<file path="config.mk">
export PLATFORM = sky130hd
export DESIGN_NAME = gtwizard_rx_startup_fsm
export DESIGN_NICKNAME = d
export VERILOG_FILES = /design/src/rtl/gtwizard_pkg.sv /design/src/rtl/gtwizard_sync_block.sv /design/src/rtl/gtwizard_rx_startup_fsm.sv
export SDC_FILE = /design/constraint.sdc
export NUM_CORES = 1
export LEC_CHECK = 0
export ABC_CLOCK_PERIOD_IN_PS = 6800
export BUFFER_PORTS_ARGS = -buffer_cell sky130_fd_sc_hd__buf_2
export CORE_MARGIN = 5
export CORE_UTILIZATION = 65
export DETAILED_ROUTE_END_ITERATION = 8
export GPL_ROUTABILITY_DRIVEN = 0
export PLACE_DENSITY = 0.88
export SYNTH_ARGS = -nofsm -noshare
export SYNTH_HDL_FRONTEND = slang
export SYNTH_HIERARCHICAL = 1
export SYNTH_SLANG_ARGS = --single-unit
</file>
<file path="constraint.sdc">
create_clock -name SYSCLK_IN -period 6.8 [get_ports SYSCLK_IN]
set_input_delay 0.34 -clock SYSCLK_IN [delete_from_list [all_inputs] [get_ports SYSCLK_IN]]
set_output_delay 0.34 -clock SYSCLK_IN [all_outputs]
set_load 0.03 [all_outputs]
</file>
<file path="src/rtl/gtwizard_pkg.sv">
// Shared state encoding and default timing for the GTX RX start-up sequencer.
// The FSM_STATE_OUT debug port exposes these encodings directly.
package gtwizard_pkg;

  typedef enum logic [3:0] {
    ST_INIT              = 4'd0,
    ST_ASSERT_CPLLRESET  = 4'd1,
    ST_WAIT_CPLLLOCK     = 4'd2,
    ST_RELEASE_GTRXRESET = 4'd3,
    ST_WAIT_RESETDONE    = 4'd4,
    ST_WAIT_DATA_VALID   = 4'd5,
    ST_DONE              = 4'd6,
    ST_ASSERT_GTRXRESET  = 4'd7,
    ST_RETRY             = 4'd8
  } rx_state_t;

  localparam int unsigned DEF_STARTUP_DELAY_CYCLES = 500;
  localparam int unsigned DEF_CPLL_RESET_CYCLES    = 16;
  localparam int unsigned DEF_CDR_LOCK_CYCLES      = 5000;
  localparam int unsigned DEF_DATA_VALID_CYCLES    = 64;
  localparam int unsigned DEF_WAIT_TIMEOUT_CYCLES  = 100000;
  localparam int unsigned DEF_RETRY_W              = 4;

  localparam int unsigned SYNC_STAGES           = 3;
  localparam int unsigned DATA_LOSS_CYCLES      = 8;
  localparam int unsigned GTRXRESET_HOLD_CYCLES = 4;

  function automatic int unsigned max_u(input int unsigned a, input int unsigned b);
    return (a > b) ? a : b;
  endfunction

endpackage

</file>
<file path="src/rtl/gtwizard_sync_block.sv">
// Multi-flop synchroniser bringing a GT status bit into the system clock domain.
// Output lags the input by STAGES cycles and clears on soft reset.
module gtwizard_sync_block #(
  parameter int unsigned STAGES = 3
) (
  input  logic clk,
  input  logic srst,
  input  logic d,
  output logic q
);

  logic [STAGES-1:0] sync_reg;

  always_ff @(posedge clk) begin
    if (srst) begin
      sync_reg <= '0;
    end else begin
      sync_reg <= {sync_reg[STAGES-2:0], d};
    end
  end

  assign q = sync_reg[STAGES-1];

endmodule

</file>
<file path="src/rtl/gtwizard_rx_startup_fsm.sv">
// GTX RX bring-up sequencer for the SATA PHY: CPLL reset, GTRXRESET release,
// CDR wait, RXUSERRDY, reset-done and data-valid qualification, loss monitoring.
module gtwizard_rx_startup_fsm
  import gtwizard_pkg::*;
#(
  parameter int unsigned STARTUP_DELAY_CYCLES = DEF_STARTUP_DELAY_CYCLES,
  parameter int unsigned CPLL_RESET_CYCLES    = DEF_CPLL_RESET_CYCLES,
  parameter int unsigned CDR_LOCK_CYCLES      = DEF_CDR_LOCK_CYCLES,
  parameter int unsigned DATA_VALID_CYCLES    = DEF_DATA_VALID_CYCLES,
  parameter int unsigned WAIT_TIMEOUT_CYCLES  = DEF_WAIT_TIMEOUT_CYCLES,
  parameter int unsigned RETRY_W              = DEF_RETRY_W
) (
  input  logic               SYSCLK_IN,
  input  logic               SOFT_RESET_IN,
  input  logic               CPLLLOCK_IN,
  input  logic               RXRESETDONE_IN,
  input  logic               DATA_VALID_IN,
  output logic               CPLLRESET_OUT,
  output logic               GTRXRESET_OUT,
  output logic               RXUSERRDY_OUT,
  output logic               RX_FSM_RESET_DONE_OUT,
  output logic [RETRY_W-1:0] RETRY_COUNTER_OUT,
  output logic [3:0]         FSM_STATE_OUT
);

  localparam int unsigned MAX_CYCLES = max_u(max_u(max_u(STARTUP_DELAY_CYCLES, CPLL_RESET_CYCLES),
                                                   max_u(CDR_LOCK_CYCLES, DATA_VALID_CYCLES)),
                                             WAIT_TIMEOUT_CYCLES);
  localparam int unsigned TIMER_W = (MAX_CYCLES > 2) ? $clog2(MAX_CYCLES) : 2;
  localparam int unsigned RUN_W   = $clog2(DATA_VALID_CYCLES + 1);
  localparam int unsigned LOSS_W  = $clog2(DATA_LOSS_CYCLES + 1);

  // Terminal counts are one less than the cycle counts since timers start at zero.
  localparam logic [TIMER_W-1:0] TIMER_MAX = '1;
  localparam logic [TIMER_W-1:0] T_STARTUP = TIMER_W'(STARTUP_DELAY_CYCLES - 1);
  localparam logic [TIMER_W-1:0] T_CPLL    = TIMER_W'(CPLL_RESET_CYCLES - 1);
  localparam logic [TIMER_W-1:0] T_CDR     = TIMER_W'(CDR_LOCK_CYCLES - 1);
  localparam logic [TIMER_W-1:0] T_TIMEOUT = TIMER_W'(WAIT_TIMEOUT_CYCLES - 1);
  localparam logic [TIMER_W-1:0] T_HOLD    = TIMER_W'(GTRXRESET_HOLD_CYCLES - 1);
  localparam logic [RUN_W-1:0]   RUN_LAST  = RUN_W'(DATA_VALID_CYCLES - 1);
  localparam logic [LOSS_W-1:0]  LOSS_LAST = LOSS_W'(DATA_LOSS_CYCLES - 1);
  localparam logic [RETRY_W-1:0] RETRY_MAX = '1;

  logic [2:0] async_in;
  logic [2:0] sync_out;
  logic       cplllock_s;
  logic       rxresetdone_s;
  logic       data_valid_s;

  rx_state_t          state_reg, state_next;
  logic [TIMER_W-1:0] timer_reg, timer_next;
  logic [RUN_W-1:0]   run_reg, run_next;
  logic [LOSS_W-1:0]  loss_reg, loss_next;
  logic [RETRY_W-1:0] retry_reg, retry_next;
  logic               cpllreset_reg, cpllreset_next;
  logic               gtrxreset_reg, gtrxreset_next;
  logic               rxuserrdy_reg, rxuserrdy_next;
  logic               done_reg, done_next;

  assign async_in = {DATA_VALID_IN, RXRESETDONE_IN, CPLLLOCK_IN};

  generate
    for (genvar gi = 0; gi < 3; gi++) begin : g_sync
      gtwizard_sync_block #(
        .STAGES (SYNC_STAGES)
      ) u_sync (
        .clk  (SYSCLK_IN),
        .srst (SOFT_RESET_IN),
        .d    (async_in[gi]),
        .q    (sync_out[gi])
      );
    end
  endgenerate

  assign cplllock_s    = sync_out[0];
  assign rxresetdone_s = sync_out[1];
  assign data_valid_s  = sync_out[2];

  always_ff @(posedge SYSCLK_IN) begin
    if (SOFT_RESET_IN) begin
      state_reg     <= ST_INIT;
      timer_reg     <= '0;
      run_reg       <= '0;
      loss_reg      <= '0;
      retry_reg     <= '0;
      cpllreset_reg <= 1'b0;
      gtrxreset_reg <= 1'b1;
      rxuserrdy_reg <= 1'b0;
      done_reg      <= 1'b0;
    end else begin
      state_reg     <= state_next;
      timer_reg     <= timer_next;
      run_reg       <= run_next;
      loss_reg      <= loss_next;
      retry_reg     <= retry_next;
      cpllreset_reg <= cpllreset_next;
      gtrxreset_reg <= gtrxreset_next;
      rxuserrdy_reg <= rxuserrdy_next;
      done_reg      <= done_next;
    end
  end

  always_comb begin
    state_next = state_reg;
    timer_next = timer_reg;
    run_next   = run_reg;
    loss_next  = loss_reg;

    unique case (state_reg)
      ST_INIT: begin
        if (timer_reg == T_STARTUP) state_next = ST_ASSERT_CPLLRESET;
      end
      ST_ASSERT_CPLLRESET: begin
        if (timer_reg == T_CPLL) state_next = ST_WAIT_CPLLLOCK;
      end
      ST_WAIT_CPLLLOCK: begin
        if (cplllock_s)                   state_next = ST_RELEASE_GTRXRESET;
        else if (timer_reg == T_TIMEOUT)  state_next = ST_RETRY;
      end
      ST_RELEASE_GTRXRESET: begin
        if (timer_reg == T_CDR) state_next = ST_WAIT_RESETDONE;
      end
      ST_WAIT_RESETDONE: begin
        if (rxresetdone_s)                state_next = ST_WAIT_DATA_VALID;
        else if (timer_reg == T_TIMEOUT)  state_next = ST_RETRY;
      end
      ST_WAIT_DATA_VALID: begin
        run_next = data_valid_s ? run_reg + 1'b1 : '0;
        if (data_valid_s && run_reg == RUN_LAST) state_next = ST_DONE;
        else if (timer_reg == T_TIMEOUT)         state_next = ST_RETRY;
      end
      ST_DONE: begin
        // Lock loss wins over data loss: it needs the full CPLL re-sequence.
        loss_next = data_valid_s ? '0 : loss_reg + 1'b1;
        if (!cplllock_s)                              state_next = ST_RETRY;
        else if (!data_valid_s && loss_reg == LOSS_LAST) state_next = ST_ASSERT_GTRXRESET;
      end
      ST_ASSERT_GTRXRESET: begin
        if (timer_reg == T_HOLD) state_next = ST_RELEASE_GTRXRESET;
      end
      ST_RETRY: begin
        state_next = ST_ASSERT_CPLLRESET;
      end
      default: begin
        state_next = ST_INIT;
      end
    endcase

    if (state_next != state_reg) begin
      timer_next = '0;
      run_next   = '0;
      loss_next  = '0;
    end else if (timer_reg != TIMER_MAX) begin
      timer_next = timer_reg + 1'b1;
    end

    // Outputs follow the current state and are registered, so they trail it by one cycle.
    cpllreset_next = (state_reg == ST_ASSERT_CPLLRESET);
    gtrxreset_next = state_reg inside {ST_INIT, ST_ASSERT_CPLLRESET, ST_WAIT_CPLLLOCK,
                                       ST_ASSERT_GTRXRESET, ST_RETRY};
    rxuserrdy_next = state_reg inside {ST_WAIT_RESETDONE, ST_WAIT_DATA_VALID, ST_DONE};
    done_next      = (state_reg == ST_DONE);
    retry_next     = (state_reg == ST_RETRY && retry_reg != RETRY_MAX) ? retry_reg + 1'b1
                                                                       : retry_reg;
  end

  assign CPLLRESET_OUT         = cpllreset_reg;
  assign GTRXRESET_OUT         = gtrxreset_reg;
  assign RXUSERRDY_OUT         = rxuserrdy_reg;
  assign RX_FSM_RESET_DONE_OUT = done_reg;
  assign RETRY_COUNTER_OUT     = retry_reg;
  assign FSM_STATE_OUT         = state_reg;

endmodule

</file>
Yosys cells after proc, flatten, opt, wreduce, memory -nomap -nowiden

Cells that the tools add are included.

Input port bits: 5
Register bits after elaboration: 49
Output and inout port bits: 12
Logic and storage cells: 55

Add/sub/neg operators: 4
Reduce and logical (&&, ||, !) cells: 8
Equality and inequality tests: 18
Multiplexer cells: 13

Operator list:

| cell                  | count |
|---|---|
| $mux 4                | 11 |
| $pmux 4 s9            | 1 |
| $eq 4x3->1 const B    | 5 |
| $add 17x1->17 const B | 1 |
| $eq 17x13->1 const B  | 1 |
| $eq 17x17->1 const B  | 1 |
| $eq 17x2->1 const B   | 1 |
| $eq 17x4->1 const B   | 1 |
| $eq 17x9->1 const B   | 1 |
| $ne 17x17->1 const B  | 1 |
| $add 4x1->4 const B   | 2 |
| $eq 4x2->1 const B    | 2 |
| $add 7x1->7 const B   | 1 |
| $eq 7x6->1 const B    | 1 |
| $mux 7                | 1 |
| $reduce_bool 5->1     | 1 |
| $eq 4x1->1 const B    | 1 |
| $eq 4x4->1 const B    | 1 |
| $logic_not 4->1       | 1 |
| $ne 4x4->1            | 1 |
| $ne 4x4->1 const B    | 1 |
| $logic_and 1x1->1     | 3 |
| $reduce_bool 3->1     | 1 |
| $reduce_or 2->1       | 1 |
| $logic_not 1->1       | 1 |

Longest topological paths before layout

Gate-level depths: netlist of run 1.

Word-level depth: 7
Gate-level depth with buffers: 13

Cells and area by module

The synthesis of run 1 kept the hierarchy.

Modules (own cells, without submodules):

| module                  | area an instance (um2) | instances | cells an instance |
|---|---|---|---|
| gtwizard_rx_startup_fsm | 2444.8                 | 1         | 279 |
| gtwizard_sync_block     | 78.8                   | 3         | 6 |

Worst setup path after synthesis of run 1

Ideal clock, no wire load.

Path kind: reg2reg
Start point: reg timer_reg[8]
End point: reg timer_reg[15]
Required time: 6.714 ns
Path slack: 4.480 ns
Clock period less this slack: 2.320 ns
Buffers on the path: 2
Arrival time: 2.235 ns
Setup time: 0.086 ns
Stages on the path, launching flop included: 14
Cell sequence: dfxtp_1 -> clkbuf_1 -> nand3_1 -> nor2_1 -> nand4_1 -> nor3_1 -> ha_1 -> clkbuf_1 -> and3b_1 -> nand3_1 -> or2_1 -> nor2_1 -> xnor2_1 -> a211oi_1

Word-level cells in the longest chain between the ends: 6
Elaborated cells between the ends (all ways): 18

Ends and longest elaborated chain:

| item                             | RTL line                                                                                       | source |
|---|---|---|
| from (decl)                      | gtwizard_rx_startup_fsm.sv:51                                                                  | `logic [TIMER_W-1:0] timer_reg, timer_next;` |
| from (signal assigned)           | gtwizard_rx_startup_fsm.sv:92                                                                  | `timer_reg <= timer_next;` |
| $eq 17x17->1                     | gtwizard_rx_startup_fsm.sv:118, gtwizard_rx_startup_fsm.sv:125, gtwizard_rx_startup_fsm.sv:130 |  |
| $mux 4                           | gtwizard_rx_startup_fsm.sv:118, gtwizard_rx_startup_fsm.sv:125, gtwizard_rx_startup_fsm.sv:130 |  |
| $mux 4, on equally long branches | gtwizard_rx_startup_fsm.sv:129, gtwizard_rx_startup_fsm.sv:117, gtwizard_rx_startup_fsm.sv:124 |  |
| $pmux 4 s9                       | gtwizard_rx_startup_fsm.sv:109                                                                 | `unique case (state_reg)` |
| $ne 4x4->1                       | gtwizard_rx_startup_fsm.sv:149                                                                 | `if (state_next != state_reg) begin` |
| $reduce_or 2->1 (no line)        | n/a                                                                                            |  |

Parallel ways exist; a longest one is shown, timed or not.
A chain may end at the register's enable or synchronous reset.

Worst setup path after layout of run 1

Start point: reg timer_reg[8]
End point: reg timer_reg[13]

Same word-level chain as after synthesis.

==> results of run 1 <==
==> synth_stat cells, drive strengths merged (5+ instances only) <==
| library cell | n |
|---|---|
| a21oi | 15 |
| buf | 16 |
| xnor2 | 10 |
| o21ai | 12 |
| nor2b | 14 |
| or2 | 5 |
| and3 | 7 |
| nand2 | 13 |
| nor2 | 27 |
| inv | 6 |
| a211oi | 27 |
| nand4 | 7 |
| clkbuf | 5 |
| xor2 | 8 |
| nand3 | 13 |
| ha | 5 |
| dfxtp | 49 |
| nor3 | 9 |
==> final timing paths <==
path                                                    from                      endpoint  slack (ps)  depth (start not counted)
worst max-delay path                            timer_reg[8]                 timer_reg[13]        4220                         11
worst min-delay path                          RXRESETDONE_IN  g_sync[1].u_sync/sync_reg[0]         240                          2
worst max register to register                  timer_reg[8]                 timer_reg[13]        4220                         11
worst min register to register  g_sync[0].u_sync/sync_reg[0]  g_sync[0].u_sync/sync_reg[1]         440                          1
==> power groups by stage <==
stage	combinational (mW)	clock, mW	sequential, mW
final	0.0149	0.213	0.294
after global routing	0.0170	0.230	0.294
after CTS	0.0149	0.217	0.294
after detailed placement	0.0148	0	0.300
after global placement	0.0147	0	0.300
after floorplan	0.0134	0	0.298
==> layout by cell type, fill, tap and decap left out, types with 3 or more instances in the layout <==
cell,instances
dfxtp_1,49
nor2_1,26
a211oi_2,17
buf_2,16
a21oi_1,15
nor2b_1,14
nand3_1,13
nand2_1,13
o21ai_0,11
a211oi_1,10
xnor2_1,10
nor3_1,9
xor2_1,8
nand4_1,7
and3_1,7
inv_1,6
ha_1,5
clkbuf_8,5
nor3b_1,4
nor4b_1,3
nand4b_1,3
or2_1,3
and3b_1,3
a21o_1,3
mux2i_1,3
==> metal layers <==
layer	up-vias	share of wire (%)
met3	5	4.2
met2	47	49
met1	1038	46
met4	0	0.72
li1	1095	-
met5	-	0
==> cell families after synthesis <==
family          synth area share [%]
mux                             1.54
xor+xnor                        5.88
flops                           36.6
fa+ha+maj                       2.33
compound gates                  21.8
simple gates                    26.2
buf+inv                         5.65
==> cell type report <==
class	count	area, sq um
Sequential cell	49	981
Clock inverter	3	47.5
Fill cell	332	1170
Inverter	6	22.5
Timing Repair Buffer	18	95.1
Tap cell	50	62.6
Multi-Input combinational cell	221	1550
Clock buffer	5	68.8
==> worst max-delay path, cell delays in order, from the launching register on <==
cell and delay, ps:
dfxtp_1 510, nand3_1 170, nor2_1 220, nand4_1 170, nor3_1 210, ha_1 320
and3b_1 260, nand3_1 90, or2_1 180, nor2_1 70, xnor2_1 180, a211oi_2 50
==> reports/metrics.cfg, run 1 <==
[clock_network]
cts_resized = 0
cts_buffers = 5
postCtsSetupRepairBufs = 0
cts_buffer_depth = 2
cts_tree = built
htree_levels = 2
root_buffer = clkbuf_8
clock_latency_ps = 300
clkSlewWorstSetupHoldPaths_ps = 90
cts_sinks = 49
cts-hold-fix-buffers = 0

[global_route]
grt_max_degree = 29
grt_overflow = 0
use_met2_pct = 34.4
grt_pass1_wl_microns = 9110
antenna_found_initial = 0
grt_usage_pct = 20.8
grtUsageMet3_pct = 4.05
grtUsageMet1_pct = 28.5
grt_pass1_vias = 1964
grt.busiest_layer = met2

[power]
leakagePower_nw = 0.976
p_total_mw = 0.522
p_switching_mw = 0.113
intPower_mw = 0.408
p_sw_share_pct = 21.7
power_density_nw_per_um2 = 185
share_comb_of_total_power_pct = 2.9
pwr-share-clk_pct = 40.8
ir_drop_v = 0.000170
power.share.sequential_pct = 56.3

[cells_and_area]
num_antenna_cells = 0
final_area_sq_um = 2830
utilization_pct = 70.7
fin_nets = 311
fin_cells = 352
largest_reg_flops = 17
drive_gt1_share_pct = 17.5
area_growth_pct = 5.41

[outcome]
status = finished clean

[synth]
synthFlopType = dfxtp_1
syn-num-nets = 307
synth.area.top_cells = dfxtp_1 37%, a211oi_2 7.9%, nor2_1 3.6%
ys_types = 56
netlist_instances = 297
yosysSeqAreaShare_pct = 36.6
async_reset_ff_share_pct = 0
synth.top_cell.area_share_pct = 36.6
yosysTopAreaCell = dfxtp_1
synth-edff-count = 0
ys_ff_latch = 49
synth_area_sq_um = 2680
syn_area_per_cell_sq_um = 9.03
yosys_warnings = 6

[critical_path]
cp-start-kind = flop
cp.required_ps = 6970
cp.arrival_ps = 2750
cp-end-kind = flop
cp_max_fo = 8
critPathKind = reg2reg

[timing]
slew_headroom_pct = 56.9
finalSetupTns_ps = 0
finalSetupViolCount = 0
clock_skew_ps = 6.60
max_slew.worst_pin.slew_ps = 646
maxSlewViolCount = 0
max_freq_mhz = 387
fin_crit_ps = 2580
hold_viol_final = 0
period_share_pct = 38.0
finalHoldWorstSlack_ps = 237
setup_ws_ps = 4220
rsz0062_at_grt = false

[floorplan]
die_y_microns = 74.2
die_area_sq_um = 5510
rows = 23
start_util_pct = 67.0
die_x_microns = 74.2
ioPinCount = 17
coreArea_sq_um = 4000

[detailed_routing]
ant_nets = 0
vias_per_cell = 6.21
firstDrtPassIters = 4
drc = 0
num_vias = 2185
routedWlPerCell_microns = 15.3
initialDrtViolationCount = 190
drt-total-wl_microns = 5380

[placement]
dp_hpwl_microns = 3720
postPlaceCellArea_sq_um = 2710
post-place-ws_ps = 4270
place_inst = 344
io_buffers = 16

[min_path]
min_path_type = in2reg

[flow_run]
drv_cap = 0

(Power assumes the default switching activity.)
==> inputs of run 2 (changes only) <==
- ABC_CLOCK_PERIOD_IN_PS: 6800 -> 2300
- CORE_UTILIZATION: 65 -> 54
- PLACE_DENSITY: 0.88 -> 0.78
- clock period: 6.8 -> 2.3 ns (I/O delays scaled with it)
==> reports/metrics.cfg, run 2 (same netlist as run 1, synthesis figures left out) <==
[outcome]
status = finished clean

[power]
leakagePower_nw = 1.06
p_total_mw = 1.52
ir_drop_v = 0.000468
power_density_nw_per_um2 = 505

[floorplan]
die_area_sq_um = 6470
rows = 25
start_util_pct = 56.0
coreArea_sq_um = 4790
die_y_microns = 80.5
die_x_microns = 80.5
ioPinCount = 17

[detailed_routing]
initialDrtViolationCount = 172
ant_nets = 0
drc = 0
routedWlPerCell_microns = 14.9
drt-total-wl_microns = 5670
num_vias = 2189
vias_per_cell = 5.73
firstDrtPassIters = 4

[clock_network]
cts_tree = built
cts_buffers = 5
cts_resized = 0
clock_latency_ps = 310
cts-hold-fix-buffers = 0
htree_levels = 2
clkSlewWorstSetupHoldPaths_ps = 80
root_buffer = clkbuf_8
cts_sinks = 49
cts_buffer_depth = 2
postCtsSetupRepairBufs = 0

[cells_and_area]
num_antenna_cells = 0
fin_cells = 382
final_cell_mix = 47 x dfxtp_1, 25 x nor2_1, 18 x a211oi_2, 16 x buf_2, 15 x a21oi_1
area_growth_pct = 12.1
final_common_cell = dfxtp_1
largest_reg_flops = 17
final_area_sq_um = 3010
fin_nets = 325
drive_gt1_share_pct = 23.5

[global_route]
grt_usage_pct = 19.3
grt_max_degree = 29
grt_overflow = 0
antenna_found_initial = 0
grt_pass1_vias = 2067
grt_pass1_wl_microns = 9830

[min_path]
min_path_cells = 2
hold_end = g_sync[0].u_sync/sync_reg[0]
min_from = CPLLLOCK_IN
min_path_type = in2reg

[critical_path]
cp_max_fo = 4
cpPeakStageDelay_ps = 340
cp.required_ps = 2530
cp-start-kind = flop
reg2reg_depth = 9
r2r-end = timer_reg[14]
reg2reg_from = timer_reg[0]
critPathKind = reg2reg
cp.arrival_ps = 2380
slowest_stage = dfxtp_1
cp_top_family = simple AND/OR/NAND/NOR gates
reg2reg_slack_ps = 150
crit_chain = ha_1, nand4_1, nor3_2, ha_2, or2_2, nor2_1, and4_1, xnor2_1, a211oi_2
path_buf_inv = 0
cp-end-kind = flop

[timing]
finalHoldWorstSlack_ps = 15.3
slew_headroom_pct = 65.8
max_freq_mhz = 465
max_slew.worst_pin.slew_ps = 509
maxSlewViolCount = 0
finalSetupViolCount = 0
fin_crit_ps = 2150
clock_skew_ps = 6.61
hold_viol_final = 0
period_share_pct = 93.5

[flow_run]
drv_cap = 0

[placement]
io_buffers = 16
place_inst = 375
postPlaceCellArea_sq_um = 2870
dp_hpwl_microns = 3950

[run 2: worst max path at each step]
| stage | from | endpoint | slack [ps] | cells after the start |
|---|---|---|---|---|
| after global placement | timer_reg[9] | timer_reg[15] | 90 | 11 |
| after detailed placement | timer_reg[9] | timer_reg[14] | 50 | 10 |
| final | timer_reg[0] | timer_reg[14] | 150 | 9 |
| after global routing | timer_reg[2] | timer_reg[14] | -20 | 6 |
| after floorplan | timer_reg[8] | timer_reg[15] | 60 | 13 |
| after CTS | timer_reg[9] | timer_reg[14] | 3 | 10 |
[run 2: where the power goes]
| group | internal (mW) | switching, mW | leakage, nW | total, mW |
|---|---|---|---|---|
| combinational | 0.0241 | 0.0307 | 0.605 | 0.0548 |
| clock | 0.316 | 0.280 | 0.0540 | 0.596 |
| sequential | 0.858 | 0.00893 | 0.398 | 0.867 |
| total | 1.20 | 0.320 | 1.06 | 1.52 |
[run 2: layout make-up]
cell class / instances / area [sq um]
Tap cell: 67 / 83.8
Clock buffer: 5 / 68.8
Inverter: 6 / 22.5
Multi-Input combinational cell: 221 / 1570
Sequential cell: 49 / 983
Timing Repair Buffer: 32 / 238
Clock inverter: 2 / 35.0
Fill cell: 402 / 1780
[run 2: worst register-to-register path, stage by stage (launching register included)]
cell and delay (ps):
dfxtp_1 340, ha_1 240, nand4_1 140, nor3_2 60, ha_2 180, or2_2 330, nor2_1 280, and4_1 250
xnor2_1 80, a211oi_2 180
[run 2: routing by layer]
metal / global-route usage (%) / wire [microns] / up-vias
met5: 0 / 0 / -
met4: 6.42 / 64 / 0
met3: 5.16 / 236 / 6
met2: 31.1 / 2710 / 39
met1: 24.8 / 2670 / 1022
li1: - / - / 1122
[run 2: stage by stage]
step                      utilization [%]  setup TNS [ps]  setup WS, ps
after detailed placement             60.1               0          47.1
after floorplan                         -               0          60.8
after global routing                 62.8           -50.9         -23.2
after global placement               60.1               0          91.9
final                                62.8               0           149
after CTS                            62.2               0          3.34
==> inputs of run 3 (changes only) <==
- ABC_CLOCK_PERIOD_IN_PS: 2300 -> 1900
- SYNTH_HIERARCHICAL: 1 -> unset
- clock period: 2.3 -> 1.9 ns (I/O delays scaled with it)
==> reports/metrics.cfg, run 3 <==
[synth]
synth-edff-count = 0
yosysTopAreaCell = dfxtp_1
syn_area_per_cell_sq_um = 8.81
synthFlopType = dfxtp_1
synth_simple_gate_area_share_pct = 35.6
synth_compound_area_share_pct = 11.6
ys_types = 51
syn-num-nets = 301
synth.most_common_cell = dfxtp_1
synth_common_cells = 49 x dfxtp_1, 28 x nor2_1, 22 x nand2_1
netlist_instances = 291
synth.top_cell.area_share_pct = 38.3
synth.area.top_cells = dfxtp_1 38%, nor3_2 4.3%, nor2_1 4.1%
yosysSeqAreaShare_pct = 38.3
synth_xor_area_share_pct = 5.47
yosys_warnings = 0
ys_ff_latch = 49
synth-adder-area-share_pct = 2.44
synth_top_family_by_area = simple AND/OR/NAND/NOR gates
synthMuxAreaShare_pct = 2.49
synth_area_sq_um = 2560
async_reset_ff_share_pct = 0

[timing]
hold_viol_final = 0
clock_skew_ps = 10.1
finalHoldWorstSlack_ps = 4.20
fin_crit_ps = 2520
period_share_pct = 132
max_slew.worst_pin.slew_ps = 470
finalSetupTns_ps = -15920
setup_ws_ps = -616
finalSetupViolCount = 32
maxSlewViolCount = 0
slew_headroom_pct = 68.4
rsz0062_at_grt = true
max_freq_mhz = 397

[clock_network]
cts_buffer_depth = 2
clkSlewWorstSetupHoldPaths_ps = 100
cts_sinks = 49
htree_levels = 2
root_buffer = clkbuf_8
clock_latency_ps = 310
cts_buffers = 5
cts_tree = built

[min_path]
min_from = DATA_VALID_IN
min_path_type = in2reg

[cells_and_area]
num_antenna_cells = 0
area_growth_pct = 40.3
final_common_cell = buf_4
final_cell_mix = 78 x buf_4, 41 x dfxtp_1, 25 x nor2_1, 22 x nand2_1
drive_gt1_share_pct = 40.1
largest_reg_flops = 17
fin_nets = 393

[floorplan]
die_y_microns = 78.9
die_area_sq_um = 6230
ioPinCount = 17
coreArea_sq_um = 4660
rows = 25
start_util_pct = 55.0
die_x_microns = 78.9

[critical_path]
cp-startpoint = timer_reg[15]
r2r-end = run_reg[6]
reg2reg_slack_ps = -620
reg2reg_depth = 8
cp.required_ps = 2140
cp.arrival_ps = 2750
reg2reg_from = timer_reg[15]
cp-start-kind = flop
critPathKind = reg2reg
cp-end-kind = flop
endpoint = run_reg[6]
cp_max_fo = 6

[placement]
post-place-ws_ps = -586
io_buffers = 16
dp_hpwl_microns = 4920

[detailed_routing]
firstDrtPassIters = 4
ant_nets = 0
initialDrtViolationCount = 215
vias_per_cell = 5.86
drt-total-wl_microns = 7290
routedWlPerCell_microns = 16.6
num_vias = 2565
drc = 0

[global_route]
grt_usage_pct = 23.0
antenna_found_initial = 0
grt_overflow = 0
grt_pass1_wl_microns = 11400
grt_max_degree = 21
grt_pass1_vias = 2492

[power]
ir_drop_v = 0.000478
leakagePower_nw = 1.44
pwr-share-clk_pct = 39.3
power_density_nw_per_um2 = 644
power.share.sequential_pct = 45.8
intPower_mw = 1.76
p_sw_share_pct = 24.1
p_switching_mw = 0.558
p_total_mw = 2.32
share_comb_of_total_power_pct = 14.8

[outcome]
status = finished with violations
violations = setup timing

[flow_run]
drv_cap = 0

## run 3: cell types whose count changed after synthesis, moves of 4 or more
cell / previous run / this run
a211oi_1: 10 / 3
a211oi_2: 17 / 0
a31oi_1: 1 / 7
and3_1: 7 / 2
buf_2: 7 / 2
buf_4: 5 / 1
clkbuf_1: 5 / 12
nand2_1: 13 / 22
nor3_2: 0 / 11
nor4_1: 2 / 9
xnor2_1: 10 / 5
## run 3: routing by layer
metal	GRT usage (%)	vias up	part of all wire [%]	wire, microns
met4	9.79	0	4.6	337
met5	0	-	0	0
met3	3.97	32	4.6	338
met2	42.2	77	52	3790
met1	26.0	1220	39	2830
li1	-	1236	-	-
## run 3: worst max-delay path, cell delays in order (launching register included)
cell       delay, ps
dfxtp_2          340
or4_4            530
or4_4            560
o31ai_4          240
nor4_4           100
mux2i_4          200
buf_12           180
clkbuf_16        160
nor3_4           140
## run 3: timing repair
action | 4_1_cts | 5_1_grt
gates resized for setup | 6 | 22
gates cloned | 0 | 1
hold buffers | 2 | 0
buffers inserted | 2 | 3
setup endpoints to repair | 32 | 35
hold endpoints to repair | 2 | 0
pin swaps | 3 | 5
## run 3: stage by stage
step | util, % | instances | area (sq um)
after floorplan | - | 291 | 2580
after global placement | 69.9 | 423 | 3260
after detailed placement | 69.9 | 423 | 3260
after global routing | 77.2 | 438 | 3600
final | 77.2 | 438 | 3600
after CTS | 74.0 | 435 | 3450
## run 3: cells by family after synthesis
logic type,Yosys count
AND/OR/NAND/NOR,148
flip-flops,49
buffers and inverters,23
XOR/XNOR,16
AO/OA/AOI/OAI,45
multiplexers,5
adder cells (fa/ha/maj),5
## run 3: worst min-delay path by stage
stage                                         to  slack, ps  cells past startpoint
floorplan           g_sync[0].u_sync.sync_reg[0]        220                      1
global placement    g_sync[0].u_sync.sync_reg[0]        310                      2
detailed placement  g_sync[1].u_sync.sync_reg[0]        310                      2
CTS                 g_sync[2].u_sync.sync_reg[0]          3                      2
global route        g_sync[2].u_sync.sync_reg[0]         30                      2
finish              g_sync[2].u_sync.sync_reg[0]          4                      2
## run 3: power by group through the flow
stage               combinational [mW]  sequential [mW]  clock (mW)
global route                     0.366             1.06       0.962
global placement                 0.251             1.08           0
CTS                              0.272             1.06       0.905
detailed placement               0.259             1.09           0
finish                           0.344             1.06       0.911
floorplan                        0.144             1.09           0
## run 3: area by class of cell
| type | instances | area, sq um |
|---|---|---|
| repair buffers | 102 | 797 |
| flip-flops and latches | 49 | 991 |
| fillers | 310 | 1060 |
| multi-input cells | 219 | 1580 |
| clock buffers | 5 | 68.8 |
| clock inverters | 3 | 68.8 |
| inverters | 6 | 22.5 |
| well taps | 54 | 67.6 |
